### src/rtl/lbm_step_sequencer.sv
// Run controller for the LBM solver: raster-walks an NX x NY lattice once per time step,
// counts write-back acks, swaps ping-pong buffers. Optional abort support via LBM_SEQ_ABORT_EN.
module lbm_step_sequencer #(
    parameter int NX               = 16,
    parameter int NY               = 16,
    parameter int MAX_TIME         = 100,
    parameter int ADDRESS_WIDTH    = $clog2(NX*NY),
    parameter int TIME_COUNT_WIDTH = $clog2(MAX_TIME+1)
) (
    input  logic                        CLOCK_50,
    input  logic                        RESET,
    input  logic                        start,
    input  logic [TIME_COUNT_WIDTH-1:0] num_steps,
    input  logic                        pause,
    input  logic                        rd_ready,
    input  logic                        wr_ack,
`ifdef LBM_SEQ_ABORT_EN
    input  logic                        abort,
    output logic                        aborted,
`endif
    output logic                        rd_valid,
    output logic [ADDRESS_WIDTH-1:0]    rd_addr,
    output logic [$clog2(NX)-1:0]       node_x,
    output logic [$clog2(NY)-1:0]       node_y,
    output logic                        is_wall,
    output logic                        buf_sel,
    output logic [TIME_COUNT_WIDTH-1:0] time_step,
    output logic                        busy,
    output logic                        done,
    output logic                        ack_err
);
    localparam int TOTAL = NX*NY;
    localparam int CW    = $clog2(TOTAL+1);
    localparam int XW    = $clog2(NX);
    localparam int YW    = $clog2(NY);
    localparam int TW    = TIME_COUNT_WIDTH;

    typedef enum logic [2:0] {S_IDLE, S_ISSUE, S_DRAIN, S_SWAP, S_DONE, S_ABORT} state_t;

    state_t          state, state_nxt;
    logic [CW-1:0]   issued, acked, acked_nxt;
    logic [TW-1:0]   steps, step_inc, steps_eff;
    logic            held, stop, xfer, ack_ok, counting, last_node;

    assign xfer      = rd_valid & rd_ready;
    assign last_node = (rd_addr == ADDRESS_WIDTH'(TOTAL-1));
    assign counting  = (state == S_ISSUE) || (state == S_DRAIN) || (state == S_ABORT);
    // An ack is only legal while some issued node is still unacknowledged.
    assign ack_ok    = wr_ack && counting && (acked < issued);
    assign acked_nxt = acked + CW'(ack_ok);
    assign step_inc  = time_step + TW'(1);
    assign steps_eff = (num_steps == '0 || num_steps > TW'(MAX_TIME)) ? TW'(MAX_TIME) : num_steps;
    assign is_wall   = (node_x == '0) || (node_x == XW'(NX-1)) ||
                       (node_y == '0) || (node_y == YW'(NY-1));

`ifdef LBM_SEQ_ABORT_EN
    logic abort_pend;
    assign stop = abort | abort_pend;

    always_ff @(posedge CLOCK_50) begin
        if (RESET) begin
            abort_pend <= 1'b0;
            aborted    <= 1'b0;
        end else begin
            aborted <= (state == S_ABORT) && (state_nxt == S_IDLE);
            if (state == S_IDLE)
                abort_pend <= 1'b0;
            else if (abort && (state == S_ISSUE || state == S_DRAIN))
                abort_pend <= 1'b1;
        end
    end
`else
    assign stop = 1'b0;
`endif

    always_ff @(posedge CLOCK_50) begin
        if (RESET) state <= S_IDLE;
        else       state <= state_nxt;
    end

    always_comb begin
        state_nxt = state;
        unique case (state)
            S_IDLE:  if (start) state_nxt = S_ISSUE;
            // A pending valid must finish its transfer before an abort takes effect.
            S_ISSUE: if (stop && (!rd_valid || rd_ready)) state_nxt = S_ABORT;
                     else if (xfer && last_node)          state_nxt = S_DRAIN;
            S_DRAIN: if (stop)                             state_nxt = S_ABORT;
                     else if (acked_nxt == CW'(TOTAL))     state_nxt = S_SWAP;
            S_SWAP:  state_nxt = (step_inc == steps) ? S_DONE : S_ISSUE;
            S_DONE:  state_nxt = S_IDLE;
            S_ABORT: if (acked_nxt == issued) state_nxt = S_IDLE;
            default: state_nxt = S_IDLE;
        endcase
    end

    always_comb begin
        busy     = (state != S_IDLE);
        done     = (state == S_DONE);
        rd_valid = (state == S_ISSUE) && (held || (!pause && !stop));
    end

    always_ff @(posedge CLOCK_50) begin
        if (RESET) begin
            rd_addr   <= '0;
            node_x    <= '0;
            node_y    <= '0;
            buf_sel   <= 1'b0;
            time_step <= '0;
            ack_err   <= 1'b0;
            issued    <= '0;
            acked     <= '0;
            steps     <= '0;
            held      <= 1'b0;
        end else begin
            held <= rd_valid && !rd_ready;
            if (wr_ack && !ack_ok) ack_err <= 1'b1;
            if (ack_ok) acked <= acked_nxt;
            if (xfer) begin
                issued <= issued + CW'(1);
                if (last_node) begin
                    rd_addr <= '0;
                    node_x  <= '0;
                    node_y  <= '0;
                end else begin
                    rd_addr <= rd_addr + ADDRESS_WIDTH'(1);
                    if (node_x == XW'(NX-1)) begin
                        node_x <= '0;
                        node_y <= node_y + YW'(1);
                    end else begin
                        node_x <= node_x + XW'(1);
                    end
                end
            end
            case (state)
                S_IDLE: if (start) begin
                    steps     <= steps_eff;
                    time_step <= '0;
                    rd_addr   <= '0;
                    node_x    <= '0;
                    node_y    <= '0;
                    issued    <= '0;
                    acked     <= '0;
                end
                S_SWAP: begin
                    buf_sel   <= ~buf_sel;
                    time_step <= step_inc;
                    issued    <= '0;
                    acked     <= '0;
                end
                default: ;
            endcase
        end
    end
endmodule

### config.mk
export PLATFORM = sky130hd
export DESIGN_NAME = lbm_step_sequencer
export DESIGN_NICKNAME = d
export VERILOG_FILES = /design/src/rtl/lbm_step_sequencer.sv
export SDC_FILE = /design/constraint.sdc
export NUM_CORES = 1
export LEC_CHECK = 0
export ABC_AREA = 1
export CAP_MARGIN = 40
export CORE_MARGIN = 2
export CORE_UTILIZATION = 45
export DETAILED_ROUTE_END_ITERATION = 6
export PLACE_DENSITY_LB_ADDON = 0.25
export SYNTH_ARGS = -nofsm -noshare
export SYNTH_HDL_FRONTEND = slang
export SYNTH_SLANG_ARGS = --single-unit
export TNS_END_PERCENT = 1
### constraint.sdc
create_clock -name CLOCK_50 -period 3.7 [get_ports CLOCK_50]
set_clock_uncertainty 0.05 [all_clocks]
set_input_delay 0.74 -clock CLOCK_50 [delete_from_list [all_inputs] [get_ports CLOCK_50]]
set_output_delay 0.74 -clock CLOCK_50 [all_outputs]
set_load 0.02 [all_outputs]
; ---- Word-level counts from Yosys, hierarchy flattened
; Cells that the tools add are included.
[classes]
magnitude_cmp = 2
n_shift = 0
mux = 29
n_eq_ne = 15
bitwise = 2
n_addsub = 6
multipliers = 0
reduce_logical = 25
n_div = 0
[ops]
columns = operator, count
row1 = 4-bit 2-to-1 mux, 10
row2 = 9-bit 2-to-1 mux, 4
row3 = 9-bit case mux with 2 select lines, 2
row4 = 8-bit 2-to-1 mux, 4
row5 = 3-bit 2-to-1 mux, 5
row6 = 3-bit case mux with 5 select lines, 1
row7 = 7-bit 2-to-1 mux, 2
row8 = 7-bit case mux with 2 select lines, 1
row9 = 9-bit by 1-bit adder with 9-bit output, 1
row10 = 9-bit by 1-bit adder with 9-bit output (second input constant), 1
row11 = 9-bit equality test, 1
row12 = 9-bit equality test (second input constant), 1
row13 = 9-bit less-than comparator, 1
row14 = 4-bit by 1-bit adder with 4-bit output (second input constant), 2
row15 = 8-bit by 1-bit adder with 8-bit output (second input constant), 1
row16 = 4-bit equality test (second input constant), 2
row17 = 8-bit equality test (second input constant), 1
row18 = 4-bit zero test, 2
row19 = 7-bit by 1-bit adder with 7-bit output (second input constant), 1
row20 = 7-bit equality test, 1
row21 = 7-bit greater-than comparator (second input constant), 1
row22 = 7-bit zero test, 1
row23 = 1-bit logical OR, 7
row24 = 3-bit by 2-bit equality test with 1-bit output (second input constant), 2
row25 = other kinds (13), 24
[totals]
inputBits = 13
regBits = 54
memories = 0
word_cells = 90
ramBits = 0
latch_bits = 0
mem_bits_ro = 0
out_inout_bits = 29

; ---- Longest topological paths before layout
; Gate-level depths: netlist of the first run.
[depth]
depth_word = 9
mapped_depth = 24
ltp_nobuf = 23

; ---- Worst setup path after synthesis of the first run
; Ideal clock, no wire load.
[synth_path]
path_kind = reg2reg
startpoint = register issued[6]
endpoint = register state[0]
setup_ns = 0.115
arrival_time_ns = 2.689
path_buffers = 1
path_slack_ns = 0.846
period_less_slack_ns = 2.854
required_time_ns = 3.535
stages_incl_launch_ff = 21
path_cell_list = dfxtp_1 > inv_1 > ha_1 > a21oi_1 > o21a_1 > nand4_2 > inv_2 > buf_4 > ha_1 > ha_1 > nand2_1 > nor2_1 > nand2_1 > nand2_1 > nand3_1 > nor2_1 > nand3_1 > a21oi_2 > nand3_1 > nand2_1 > nor2_1
[synth_between]
elab_chain_cells = 6
elab_cells_between_ends = 8
cone_classes = add/sub (1) / order compare (1) / eq/ne (4) / reduce/logical (2)
[synth_rtl]
columns = element, line_no
row1 = from (decl), 41  ; logic [CW-1:0] issued, acked, acked_nxt;
row2 = from (signal assigned), 120  ; issued <= issued + CW'(1);
row3 = 9-bit less-than comparator, 49  ; assign ack_ok = wr_ack && counting && (acked < issued);
row4 = 1-bit logical AND, 49
row5 = 9-bit by 1-bit adder with 9-bit output, 50  ; assign acked_nxt = acked + CW'(ack_ok);
row6 = 9-bit equality test (on tied branches), "92, 89"
row7 = 2-bit by 1-bit inequality test with 1-bit output (no line), -
row8 = 4-bit AND reduction (no line) (*), -
row9 = to (signal assigned), 78  ; else state <= state_nxt;
row10 = to (decl), 40  ; state_t state, state_nxt;
; Every way passes the cells marked *; elsewhere a longest branch is shown, timed or not.
; A chain may end at the register's enable or synchronous reset.

; ---- Worst setup path after layout of the first run
[layout_path]
startpoint = register issued[8]
endpoint = register state[0]
; The elaborated chain is that of the path after synthesis.

==> impl_metrics.ini, run 1 <==
[synth]
synthTopCellsByArea = dfxtp_1 34%, nand2_1 12%, nor2_1 6.8%
ys_seq_area_share_pct = 34.3
synth_area_um2 = 3150
yosysTopAreaCell = dfxtp_1
syn-num-nets = 488
yosys_warnings = 0
ys_types = 42
netlist.area_leader.share_pct = 34.3
synth_seq_cells = 54
synth_ff_type = dfxtp_1
async_reset_ff_share_pct = 0
syn_area_per_cell_um2 = 6.88
syn_inst = 458
synth_edf_count = 0

[clock_tree]
cts_tree = done
clk_latency_ns = 0.31
hold_buffers = 0
cts_resized = 0
cts_root_buf = clkbuf_8
clock_sinks = 54
cts_max_path_buffers = 2
cts_inserted_buffers = 5
htree_num_levels = 2
cts.reportedPaths.clkPinSlew_ns = 0.10
post-cts-setup-buffers = 0

[drt]
drc_errors = 0
ant_nets = 0
drt_iter0_drc = 176
wl_per_cell_um = 12.0
firstDrtPassIters = 4
vias_per_cell = 5.06
drt_wl_total_um = 7190
num_vias = 3026

[worst_hold_path]
worstHoldPathType = reg -> reg
min_path_cells = 2
min_from = ack_err
hold_path_end = ack_err

[sta]
rsz0062_at_grt = no
tightest_slew_ns = 0.373
fin_tns_setup_ns = 0
period_share_pct = 85.0
period_needed_ns = 3.15
setup_ws_ns = 0.554
setup_viol = 0
hold_violations = 0
slew_viol_final = 0
fmax_ghz = 0.318
hold_slack_ns = 0.432
max_slew_margin_pct = 75.1

[finish]
nets = 532
drive_gt1_share_pct = 6.37
final_common_cell = nand2_1
stdcell_count = 598
num-fill-cells = 692
fin_util_pct = 55.0
area_growth_pct = 18.5
antennaDiodeCount = 0
layout_common_cells = 98 x nand2_1, 57 x nor2_1, 54 x inv_1, 54 x dfxtp_1

[floorplanning]
die_height_um = 87.7
coreArea_um2 = 6790
num_io_pins = 42
die_width_um = 87.7
initial_utilization_pct = 46.4
die_area_um2 = 7690
row_count = 30

[global_route]
antenna_found_initial = 0
grt_pass1_wl_um = 12300
gr-usage-all-layers_pct = 19.9
grt.overflow.total = 0
grt_pass1_vias = 2791
grt_start_max_net_pins = 17

[power_and_ir_drop]
p_sw_share_pct = 38.2
intPower_mw = 0.965
p_leak_nw = 1.52
p_seq_share_pct = 43.4
power_frac_clock_pct = 21.4
power_density_nw_per_um2 = 418
max-vdd-ir-drop_uv = 201
p_comb_share_pct = 35.1
p_switching_mw = 0.597

[critical_path]
critPathLaunch = issued[8]
r2r_start = issued[8]
reg2regPathDepth = 22
crit_fanout = 5
critPathBufInv = 3
critical_path_class = reg -> reg
endpoint_kind = flop
critPathMostFrequentCell = nand2_1
cp.arrival_ns = 3.31
worstSetupStartpointType = flop
crit_required_ns = 3.86
crit_family = simple AND/OR/NAND/NOR gates
rr_endpoint = state[0]
ff2ff_setup_slack_ns = 0.55
crit_chain = inv_1 -> ha_1 -> nand2_1 -> nor2_1 -> o211ai_1 -> nand4_2 -> inv_2 -> ha_1 -> ha_1 -> inv_1 -> nand2_1 -> nand2_1 -> nor2_1 -> nand3_1 -> nor2_1 -> nand3_1 -> nor2_1 -> nand2_1 -> nand2_1 -> nand3_1 -> nand2_1 -> nor2_1
crit_slowest_cell = dfxtp_1
max_stage_delay_ns = 0.46

[place]
place_congestion = 0.913
preCtsSetupSlack_ns = 0.454
port_buffers = 41
place_inst = 591
hpwl_um = 5490

[status]
status = completed

[run]
drv_cap = 0
==> stage by stage <==
| step | cell area (µm²) | total power [mW] |
|---|---|---|
| finish | 3740 | 1.56 |
| global route | 3740 | 1.68 |
| CTS | 3740 | 1.57 |
| detailed placement | 3650 | 1.24 |
| global placement | 3650 | 1.23 |
| floorplan | 3150 | 1.09 |
==> state kept, by name, indices dropped and copies added, names as in the netlist <==
signal and cells:
held 1, state 3, rd_addr 8, acked 9
node_x 4, buf_sel 1, node_y 4, time_step 7
steps 7, ack_err 1, issued 9
==> cells by family (layout without fill, tap and decap cells) <==
| logic type | count (synthesis) | count (layout) | synth area share (%) |
|---|---|---|---|
| XOR/XNOR | 6 | 6 | 1.67 |
| buffers and inverters | 66 | 110 | 8.61 |
| flip-flops | 54 | 54 | 34.3 |
| AO/OA/AOI/OAI | 86 | 86 | 14.9 |
| adder cells (fa/ha/maj) | 17 | 17 | 6.75 |
| AND/OR/NAND/NOR | 229 | 229 | 33.8 |
==> worst max path at each step <==
stage	to	cells after the start	slack, ns
2_1_floorplan	state[0]	20	0.85
3_3_place_gp	state[0]	17	0.55
3_5_place_dp	state[0]	17	0.45
4_1_cts	state[0]	20	0.58
5_1_grt	state[1]	21	0.13
6_report	state[0]	22	0.55
==> worst reg2reg max path: cells and delay by family, from the launching register on <==
family | cells | cell delay, ns
compound gates | 1 | 0.16
buf+inv | 3 | 0.19
fa+ha+maj | 3 | 0.79
simple gates | 15 | 1.39
flops | 1 | 0.46
==> Yosys cell counts (2+ instances only) <==
| cell | number |
|---|---|
| nand2_4 | 2 |
| o211ai_1 | 2 |
| buf_2 | 2 |
| nor2_4 | 4 |
| o21a_1 | 3 |
| nand2_1 | 98 |
| nor3_1 | 7 |
| a211oi_1 | 2 |
| o21bai_1 | 2 |
| ha_1 | 17 |
| o22ai_1 | 2 |
| nand4_1 | 8 |
| nor2_1 | 57 |
| o21ai_0 | 24 |
| inv_2 | 4 |
| a21oi_1 | 41 |
| inv_1 | 54 |
| dfxtp_1 | 54 |
| buf_4 | 2 |
| xor2_1 | 5 |
| nand2_2 | 3 |
| nand3_2 | 2 |
| o21ai_1 | 6 |
| nand3_1 | 39 |
==> routing by layer <==
layer  GRT usage [%]  share of wire (%)
met5               0                  0
met4            5.17                1.1
met3            3.77                4.4
met2            32.4                 46
met1            27.1                 49
==> power groups by stage <==
stage	logic, mW	registers (mW)	clock network (mW)
floorplan	0.402	0.689	0
global route	0.624	0.688	0.365
global placement	0.543	0.691	0
detailed placement	0.547	0.692	0
finish	0.549	0.679	0.335
CTS	0.549	0.678	0.347
==> cell type report <==
| class | instances | area [µm²] | area share, % |
|---|---|---|---|
| multi-input cells | 338 | 1800 | 48.2 |
| clock inverters | 2 | 13.8 | 0.368 |
| inverters | 60 | 228 | 6.10 |
| well taps | 96 | 120 | 3.22 |
| flip-flops and latches | 54 | 1080 | 28.9 |
| clock buffers | 5 | 68.8 | 1.84 |
| repair buffers | 43 | 425 | 11.4 |
No activity file was read; power rests on OpenSTA's default activity.
==> run 2, diff against run 1 <==
- DONT_BUFFER_PORTS: unset -> 1
==> run 2 against run 1 <==
  * Flip-flop and latch count unchanged
  * Hold slack got worse by 0.0099 ns
  * Routed wire length is 1.0% lower
  * Register-to-register slack lost 0.15 ns
  * Utilization down 5.9 points
  * Critical path depth is the same
  * First-iteration DRC count fell by 1.1%
  * Non-clock buffer count fell by 43
  * Critical path type unchanged
  * Largest cell class unchanged
==> impl_metrics.ini, run 2 (same netlist as run 1, synthesis figures left out) <==
[status]
status = completed

[clock_tree]
cts_tree = done
htree_num_levels = 2
hold_buffers = 0
cts_root_buf = clkbuf_8
cts.reportedPaths.clkPinSlew_ns = 0.11
clk_latency_ns = 0.32
clock_sinks = 54
cts_inserted_buffers = 5
cts_max_path_buffers = 2

[critical_path]
r2r_start = issued[2]
endpoint_kind = flop
rr_endpoint = state[0]
cp.arrival_ns = 3.47
reg2regPathDepth = 22
critical_path_class = reg -> reg
crit_fanout = 14
worstSetupStartpointType = flop
crit_required_ns = 3.87
ff2ff_setup_slack_ns = 0.40

[sta]
hold_slack_ns = 0.422
fmax_ghz = 0.303
period_needed_ns = 3.30
setup_ws_ns = 0.401
period_share_pct = 89.2
max_slew_margin_pct = 57.2
setup_viol = 0
fin_tns_setup_ns = 0
slew_viol_final = 0
tightest_slew_ns = 0.637
hold_violations = 0
rsz0062_at_grt = no

[drt]
wl_per_cell_um = 12.8
drc_errors = 0
num_vias = 2889
drt_wl_total_um = 7110
drt_iter0_drc = 174
ant_nets = 0
firstDrtPassIters = 4
vias_per_cell = 5.20

[floorplanning]
coreArea_um2 = 6790
initial_utilization_pct = 46.4
die_area_um2 = 7690
row_count = 30
die_height_um = 87.7
die_width_um = 87.7
num_io_pins = 42

[power_and_ir_drop]
power.total_mw = 1.54
p_switching_mw = 0.598
p_leak_nw = 1.36
max-vdd-ir-drop_uv = 195
intPower_mw = 0.942
power_frac_clock_pct = 23.7
power_density_nw_per_um2 = 462
p_sw_share_pct = 38.8
p_seq_share_pct = 45.0
p_comb_share_pct = 31.3

[place]
preCtsSetupSlack_ns = 0.352
place_congestion = 0.880
port_buffers = 0
dpl_cell_area_um2 = 3230
hpwl_um = 5550

[global_route]
grt.overflow.total = 0
grt_pass1_wl_um = 11900
gr-usage-all-layers_pct = 19.4
antenna_found_initial = 0
grt_start_max_net_pins = 18
grt_pass1_vias = 2693

[finish]
drive_gt1_share_pct = 6.96
nets = 489
antennaDiodeCount = 0
area_growth_pct = 5.72
layout_common_cells = 98 x nand2_1, 56 x nor2_1, 54 x inv_1, 54 x dfxtp_1, 41 x a21oi_1
final_common_cell = nand2_1
num-fill-cells = 672
fin_area_um2 = 3330
largestRegisters = acked (9), issued (9), rd_addr (8)

[run]
drv_cap = 0

[worst_hold_path]
hold_path_end = time_step[6]
min_from = RESET
min_path_cells = 1
worstHoldPathType = in -> reg
-- run 2: power by group through the flow --
stage / Sequential, mW / Combinational, mW / Clock, mW
detailed placement: 0.705 / 0.479 / 0
floorplan: 0.689 / 0.402 / 0
global route: 0.701 / 0.547 / 0.402
finish: 0.692 / 0.483 / 0.365
CTS: 0.692 / 0.481 / 0.380
global placement: 0.705 / 0.471 / 0
-- run 2: layout make-up --
class	instances	area [µm²]	area share, %
multi-input cells	338	1800	54.1
clock inverters	2	16.3	0.488
inverters	60	230	6.91
clock buffers	6	82.6	2.48
well taps	96	120	3.60
flip-flops and latches	54	1080	32.4
-- run 2: repair_timing --
item                                    in CTS  in global routing
setup buffers                                0                  0
resized for setup                            0                  2
endpoints found under the setup margin       0                  2
-- run 2: critical path, stage by stage, from the launching register on --
cell and delay [ns]:
dfxtp_1 0.43, inv_1 0.14, ha_1 0.33, a21oi_1 0.14, o21ai_0 0.12, nand2_1 0.09
nand4_2 0.20, inv_4 0.20, ha_1 0.19, ha_1 0.16, nand2_1 0.10, o21bai_1 0.18
nand2_1 0.12, nand2_1 0.08, nand2_1 0.05, nor2_1 0.08, nand2_1 0.08, nor2_1 0.12
nand2_1 0.05, nand2_1 0.11, nand3_1 0.09, nand2_1 0.06, nor2_1 0.04
-- run 2: routing by layer --
layer	GRT usage [%]	up-vias	share of wire (%)
li1	-	1524	-
met1	25.4	1308	49
met2	32.1	51	45
met3	4.81	6	5.4
met4	5.03	0	0.65
met5	0	-	0
-- run 2: stage by stage --
step,std cells,utilization (%)
finish,556,49.0
global route,556,49.0
CTS,556,49.0
detailed placement,548,47.5
global placement,548,47.5
floorplan,458,-
-- run 2: how the worst max path moves through the flow --
stage	from	end	slack (ns)
floorplan	issued[6]	state[0]	0.85
global placement	issued[2]	state[0]	0.46
detailed placement	issued[2]	state[0]	0.35
CTS	issued[2]	state[0]	0.34
global route	issued[2]	state[0]	0.04
finish	issued[2]	state[0]	0.40
==> run 3, diff against run 2 <==
- DONT_BUFFER_PORTS: 1 -> unset
==> results of run 3 <==
The final DEF is identical to that of run 1; final timing and power are the same.
